--- config.mk ---
export PLATFORM = sky130hd
export DESIGN_NAME = serial_ule_sequencer
export DESIGN_NICKNAME = d
export VERILOG_FILES = /design/src/rtl/serial_ule_sequencer.sv
export SDC_FILE = /design/constraint.sdc
export NUM_CORES = 1
export LEC_CHECK = 0
export ABC_AREA = 1
export ABC_CLOCK_PERIOD_IN_PS = 1850
export CAP_MARGIN = 10
export CORE_MARGIN = 4
export CORE_UTILIZATION = 52
export DETAILED_ROUTE_END_ITERATION = 6
export GPL_ROUTABILITY_DRIVEN = 0
export GPL_TIMING_DRIVEN = 1
export PLACE_DENSITY = 0.82
export SLEW_MARGIN = 5
export SYNTH_ARGS = -nofsm -noshare
export SYNTH_HDL_FRONTEND = slang
export SYNTH_SLANG_ARGS = --single-unit
--- constraint.sdc ---
create_clock -name CLK -period 1.85 [get_ports CLK]
set_input_delay 0.2775 -clock CLK [delete_from_list [all_inputs] [get_ports CLK]]
set_output_delay 0.2775 -clock CLK [all_outputs]
set_load 0.01 [all_outputs]
--- src/rtl/serial_ule_sequencer.sv ---
// rtl/serial_ule_sequencer.sv - serial unsigned comparator walking operands 2 bits per clock
//
// Purpose: compares two WIDTH-bit unsigned operands LSB-first through one 2-bit
// subtract-with-carry slice (b + ~a + carry), holding the inter-slice carry and a
// running equality flag in registers. Result is presented with a valid/ready handshake.
//
// Ports:
//   CLK      rising-edge clock
//   RESETN   synchronous active-low reset
//   I_VALID  request valid           I_READY  request accepted when high (IDLE only)
//   I0, I1   operands a, b           OP       0=ULE 1=ULT 2=UGE 3=UGT
//   O_VALID  result valid            O_READY  consumer accepts result
//   O        comparison result       EQ       a==b
//   BUSY     compare in progress or result pending
module serial_ule_sequencer #(
   parameter int WIDTH = 8
) (
   input  logic             CLK,
   input  logic             RESETN,
   input  logic             I_VALID,
   output logic             I_READY,
   input  logic [WIDTH-1:0] I0,
   input  logic [WIDTH-1:0] I1,
   input  logic [1:0]       OP,
   output logic             O_VALID,
   input  logic             O_READY,
   output logic             O,
   output logic             EQ,
   output logic             BUSY
);

   localparam int SLICE = 2;
   localparam int N     = WIDTH / SLICE;
   localparam int CW    = (N > 1) ? $clog2(N) : 1;
   localparam logic [CW-1:0] CNT_LAST = CW'(N - 1);

   if (((WIDTH % SLICE) != 0) || (WIDTH < SLICE)) begin : g_bad_width
      $error("serial_ule_sequencer: WIDTH must be even and >= 2");
   end

   typedef enum logic [1:0] {S_IDLE, S_RUN, S_DONE} state_t;

   state_t           state;
   logic [WIDTH-1:0] a_sr;
   logic [WIDTH-1:0] b_sr;
   logic [1:0]       op_r;
   logic [CW-1:0]    cnt;
   logic             carry;
   logic             eq_acc;

   logic             c_out;
   logic             slice_eq;
   logic             fin_eq;
   logic             result;

   // Carry-out of b_s + ~a_s + carry; a 1 means a <= b over the slices seen so far.
   // Only the carry is kept, the difference bits are never needed.
   assign c_out    = ({1'b0, b_sr[1:0]} + {1'b0, ~a_sr[1:0]} + {2'b00, carry}) > 3'd3;
   assign slice_eq = (a_sr[1:0] == b_sr[1:0]);
   assign fin_eq   = eq_acc & slice_eq;

   // Result from the carry/equality that will be registered on the last slice edge.
   always_comb begin
      result = 1'b0;
      case (op_r)
         2'd0:    result = c_out;
         2'd1:    result = c_out & ~fin_eq;
         2'd2:    result = ~c_out | fin_eq;
         default: result = ~c_out;
      endcase
   end

   always_ff @(posedge CLK) begin
      if (!RESETN) begin
         state   <= S_IDLE;
         I_READY <= 1'b1;
         O_VALID <= 1'b0;
         O       <= 1'b0;
         EQ      <= 1'b0;
         BUSY    <= 1'b0;
         cnt     <= '0;
         carry   <= 1'b1;
         eq_acc  <= 1'b1;
         a_sr    <= '0;
         b_sr    <= '0;
         op_r    <= 2'd0;
      end else begin
         case (state)
            S_IDLE: begin
               if (I_VALID) begin
                  a_sr    <= I0;
                  b_sr    <= I1;
                  op_r    <= OP;
                  carry   <= 1'b1;
                  eq_acc  <= 1'b1;
                  cnt     <= '0;
                  I_READY <= 1'b0;
                  BUSY    <= 1'b1;
                  state   <= S_RUN;
               end
            end
            S_RUN: begin
               carry  <= c_out;
               eq_acc <= fin_eq;
               a_sr   <= a_sr >> SLICE;
               b_sr   <= b_sr >> SLICE;
               if (cnt == CNT_LAST) begin
                  cnt     <= '0;
                  O_VALID <= 1'b1;
                  O       <= result;
                  EQ      <= fin_eq;
                  state   <= S_DONE;
               end else begin
                  cnt <= cnt + CW'(1);
               end
            end
            S_DONE: begin
               // O and EQ deliberately hold their values after the handshake.
               if (O_READY) begin
                  O_VALID <= 1'b0;
                  BUSY    <= 1'b0;
                  I_READY <= 1'b1;
                  state   <= S_IDLE;
               end
            end
            default: begin
               state <= S_IDLE;
            end
         endcase
      end
   end

endmodule

==> flow_summary.ini <==
[drt]
avgRoutedWirePerCell_um = 13.01
post-route-drc-count = 0
wl_met1_um = 1167
drt_iter0_drc = 46
drt-total-wl_um = 2785
via_count = 1136
ant_nets = 0
wl_met3_um = 227
wl_met2_um = 1333
first_pass_iters = 4
top_layer = met4
viasPerCell = 5.308

[setup_path]
cp_top_family = buffers and inverters
cp_slowest_cell = clkdlybuf4s50_1
crit_type = flip-flop to output pin
path_cells = clkdlybuf4s50_1
r2r_slack_ps = 590
r2r-end = O$_SDFFE_PN0P_
start_kind = flip-flop
r2r_start = a_sr[0]$_SDFFE_PN0P_
cp_num_buf_inv = 1
worstPathArrival_ps = 1230
worst_path_largest_cell_delay_ps = 550
critPathMaxFanout = 2
reg2reg_depth = 9
endpoint_kind = output pin
crit_required_ps = 1570

[layout]
fin_nets = 211
post-route-util_pct = 68.96
final_common_cell = nand2_1
nFillCells = 200
area_delta_synth_final_pct = 25.48
multiInputGateArea_um2 = 553.0
final_cell_mix = nand2_1 (50), dfxtp_1 (29), clkdlybuf4s50_1 (26), a31oi_1 (12), a21oi_1 (12)
area.sequential_um2 = 580.6
n_antenna_cell = 0
drive_above_1_share_pct = 6.452

[sta]
slew-limit-headroom_pct = 79.84
period_needed_ps = 1507
period_share_pct = 81.48
finalSetupViolCount = 0
skew_ps = 5.375
max_freq_mhz = 663.4
setup_tns_ps = 0
worst-slew-pin-transition_ps = 300.5
final.setup.worst_slack_ps = 342.6
drv_slew = 0
rsz0062_at_grt = false
finalHoldViolCount = 0

[die]
ios = 27
start_util_pct = 54.96
die_x_um = 56.59
rows = 17
die-area_um2 = 3202
fp.dieH_um = 56.59
coreArea_um2 = 2233

[power]
vdd.ir_drop.worst_v = 0.0007650
power_density_nw_per_um2 = 869.5
p_leak_nw = 0.6218
power.total_mw = 1.339

[grt]
grt_pass1_vias = 1070
grt_pass1_wl_um = 4664
gr-total-overflow = 0
antenna_found_initial = 0
grt_use_total_pct = 18.94
grt_start_max_net_pins = 28

[hold_path]
hold_class = flip-flop to flip-flop
min_from = I_READY$_SDFFE_PN1P_
holdPathEnd = I_READY$_SDFFE_PN1P_
hold_depth = 2

[clock_network]
cts_setup_buffers = 0
clk-insertion-delay-late_ps = 330
cts_resized = 0
clockBufferDepth = 2
cts_root_buffer = clkbuf_4
cts_tree = built
cts_num_sinks = 29
path_clk_slew_ps = 90
hold_buffers = 0
h-tree-depth = 2
cts_made_buffers = 5

[placed_design]
hpwl_um = 1958
dp_worst_setup_slack_ps = 368.3
portBuffers = 26

[yosys]
synth.area.top_cells = dfxtp_1 (47%), nand2_1 (15%), a31oi_1 (6.1%)
syn_inst = 158
syn_area_per_cell_um2 = 7.769
seq_area_frac_synth_pct = 47.30
synthesis.nets = 183
synth_cell_types = 22
yosys.area.top_type = dfxtp_1
synth_seq_cells = 29
yosys.area.top_type_share_pct = 47.30
ys_warn_count = 0
synthesis.area_um2 = 1227

[status]
status = complete, no violations

[flow_run]
cap_violations = 0
-- where the power goes --
part / internal [mW] / switching [mW] / total, mW / leakage, nW
logic: 0.111 / 0.136 / 0.248 / 0.351
registers: 0.675 / 0.0282 / 0.703 / 0.239
clock network: 0.179 / 0.209 / 0.388 / 0.0314
-- layout make-up --
cell class / instances / share of cell area, %
sequential: 29 / 37.69
inverter: 13 / 3.168
tap: 28 / 2.275
clock buffer: 7 / 3.574
timing repair buffer: 27 / 17.38
multi-input combinational: 110 / 35.91
-- metal layers --
metal,track usage [%],vias up
li1,-,579
met1,21.86,512
met2,30.69,37
met3,8.046,8
met4,7.458,0
met5,0,-
-- kinds of logic after synthesis --
| family | share of synthesized area (%) |
|---|---|
| flip-flops | 47.30 |
| adder cells (fa/ha/maj) | 3.058 |
| AND/OR/NAND/NOR | 22.94 |
| AO/OA/AOI/OAI | 19.06 |
| buffers and inverters | 7.644 |
-- how the worst max path moves through the flow --
stage                               startpoint              endpoint  slack, ps  cells after the start
after floorplan           a_sr[0]$_SDFFE_PN0P_        O$_SDFFE_PN0P_        700                      9
after global placement                 I_VALID  a_sr[6]$_SDFFE_PN0P_        460                      6
after detailed placement               I_VALID  a_sr[6]$_SDFFE_PN0P_        370                      6
after CTS                    BUSY$_SDFFE_PN0P_                  BUSY        330                      1
after global routing         BUSY$_SDFFE_PN0P_                  BUSY        310                      1
final                        BUSY$_SDFFE_PN0P_                  BUSY        340                      1
-- cells in the mapped netlist, drive strengths merged --
library cell	instances
nand2	53
a21oi	12
inv	12
buf	5
o22ai	1
clkbuf	1
o21a	1
nor2	6
nand4	1
ha	3
clkinv	1
nand3	4
o21ai	17
a31oi	12
dfxtp	29
-- registers in the layout (all words and copies together) (netlist names) --
register	flops
state	2
EQ	1
I_READY	1
cnt	2
BUSY	1
eq_acc	1
O	1
op_r	2
carry	1
b_sr	8
a_sr	8
O_VALID	1
-- through the flow --
step	std cells	instance area, um2	hold WS, ps
floorplan	158	1227	426.5
global placement	207	1485	440.3
detailed placement	207	1485	442.6
CTS	214	1540	464.3
global route	214	1540	489.5
finish	214	1540	461.2
Power figures use the tool's default switching activity.
==> RTL change, RTL diff (same flow settings) <==
The 3 states of `state_t` get a one-hot encoding in 3 bits.
--- a/src/rtl/serial_ule_sequencer.sv
+++ b/src/rtl/serial_ule_sequencer.sv
@@ -38,7 +38,7 @@
       $error("serial_ule_sequencer: WIDTH must be even and >= 2");
    end
 
-   typedef enum logic [1:0] {S_IDLE, S_RUN, S_DONE} state_t;
+   typedef enum logic [2:0] {S_IDLE = 3'b001, S_RUN = 3'b010, S_DONE = 3'b100} state_t;
 
    state_t           state;
    logic [WIDTH-1:0] a_sr;
Behaviour: no difference found for any inputs over 10 cycles, from zero or initial values and one cycle with RESETN low; not proved beyond that.
==> RTL change against the unedited design <==
Area after synthesis increased by 9.4%. Count of clock-buffer cells in the layout unchanged. Largest cell class is now multi-input combinational cells. Design area increased by 8.9%. Sequential cell count increased by 1. Wire length increased by 2.7%. Core utilization decreased by 1.2 points. Total power increased by 5.5%. Worst setup slack improved by 0.026 ns. Global-route usage increased by 0.15 points.
==> RTL change: results (changes against the unedited design) <==
----------------------------------------------------
[Outcome]
  Status ... finished clean

[Layout]
  Proportion of layout cells with a drive suffix above 1 ... 0.0759 (+0.0114)
  Largest registers ... a_sr x8, b_sr x8, state x3
  Total of fill cells in the finished design ... 211 (+5.5%)
  Nets ... 248 (+18%)

[GRT]
  Met2 capacity usage during global routing ... 0.339 (+0.0322)
  GRT Resource Usage Total ... 0.191 (+0.00148)
  Maximum number of pins on one net before global-route repair ... 17 (-39%)
  Vias in the first global route ... 1,257 (+17%)
  Met1 GRT Util ... 0.209 (-0.00995)
  Number of antenna violations at the first check in global routing ... 0 (unchanged)
  Met3 Track Usage GR ... 0.0526 (-0.0278)

[Power and ir drop]
  Net switching component of the power ... 0.403 mW (+7.8%)
  Static leakage power ... 0.775 nW (+25%)
  Peak VDD IR ... 581 uV (-24%)

[Logic synthesis]
  Post-synth top cells ... 58 x sky130_fd_sc_hd__nand2_1, 30 x sky130_fd_sc_hd__dfxtp_1, 30 x sky130_fd_sc_hd__nor2_1
  Leading post-synthesis cells by cell area ... sky130_fd_sc_hd__dfxtp_1 45%, sky130_fd_sc_hd__nand2_1 16%, sky130_fd_sc_hd__nor2_1 8.4%
  Synth Net Count ... 219 (+20%)
  Distinct cell type count after synthesis ... 23 (+4.5%)
  Part of the Yosys area used for sequential elements ... 0.447 (-0.0256)

[Worst setup path]
  Setup slack, reg-to-reg ... 0.42 ns (-0.17 ns)
  CP Data Arrival Time ... 1.20 ns (-0.03 ns)

[Timing]
  Worst-case headroom to the max-slew limit ... 0.738 (-0.0600)

[Detailed routing]
  Via/cell ratio ... 5.02 (-5.4%)
  Final wirelength ... 2860 um (+2.7%)
  DRT iter0 DRCs ... 40 (-13%)

[Placement]
  Standard cell area after detailed placement ... 0.00162 mm2 (+8.9%)
  DPL Wire Length ... 2120 um (+8.3%)

[CTS]
  Depth of the CTS H-tree ... 2 (unchanged)

----------------------------------------------------
## RTL change: cell types whose count changed in the layout (fill, tap and decap cells not counted), sizes merged, moves of 2 or more
| cell | delta |
|---|---|
| nor2 | +26 |
| o21ai | +5 |
| nand2 | +6 |
| nand3 | +2 |
| buf | +3 |
| a31oi | -12 |
| inv | +7 |
## RTL change: kinds of logic (layout without fill, tap and decap cells)
| logic type | after synthesis | after routing | share of synthesized area |
|---|---|---|---|
| simple gates | 99 | 99 | 0.298 |
| compound gates | 35 | 35 | 0.134 |
| flops | 30 | 30 | 0.447 |
| buf+inv | 27 | 57 | 0.0923 |
| fa+ha+maj | 3 | 3 | 0.0280 |
## RTL change: final timing paths
| kind | end | cells after the start | from |
|---|---|---|---|
| max | I_READY | 1 | I_READY |
| min | op_r[0] | 2 | op_r[0] |
| max reg2reg | a_sr[5] | 5 | state[1] |
| min reg2reg | op_r[0] | 2 | op_r[0] |
## RTL change: stage by stage
step / utilization / hold WS, ns / std cells / power (mW) / setup WS, ns
floorplan: - / 0.407 / 194 / 0.925 / 0.687
global placement: 0.653 / 0.446 / 246 / 1.01 / 0.307
detailed placement: 0.653 / 0.454 / 246 / 1.02 / 0.258
CTS: 0.677 / 0.467 / 254 / 1.42 / 0.358
global route: 0.677 / 0.484 / 254 / 1.50 / 0.192
finish: 0.677 / 0.464 / 254 / 1.41 / 0.369
## RTL change: cell type report
type	instances	share of cell area
Tap cell	30	0.0224
Clock buffer	7	0.0328
Sequential cell	30	0.358
Timing Repair Buffer	30	0.173
Inverter	19	0.0425
Multi-Input combinational cell	137	0.368
Clock inverter	1	0.00298
## RTL change: power groups by stage
stage / combinational (mW) / clock [mW] / sequential [mW]
after CTS: 0.282 / 0.409 / 0.730
after global routing: 0.322 / 0.441 / 0.736
after floorplan: 0.185 / 0 / 0.740
after detailed placement: 0.279 / 0 / 0.745
final: 0.282 / 0.401 / 0.730
after global placement: 0.267 / 0 / 0.742
## RTL change: worst register-to-register path, delay by kind of cell (launching register included)
kind          cells  cell delay, ns
simple gates      4            0.76
flops             1            0.39
buf+inv           1            0.17
## RTL change: metal layers
layer,up-vias,wire length (um)
met5,-,0
met4,0,36
met3,5,114
met2,21,1510
met1,585,1200
li1,664,-
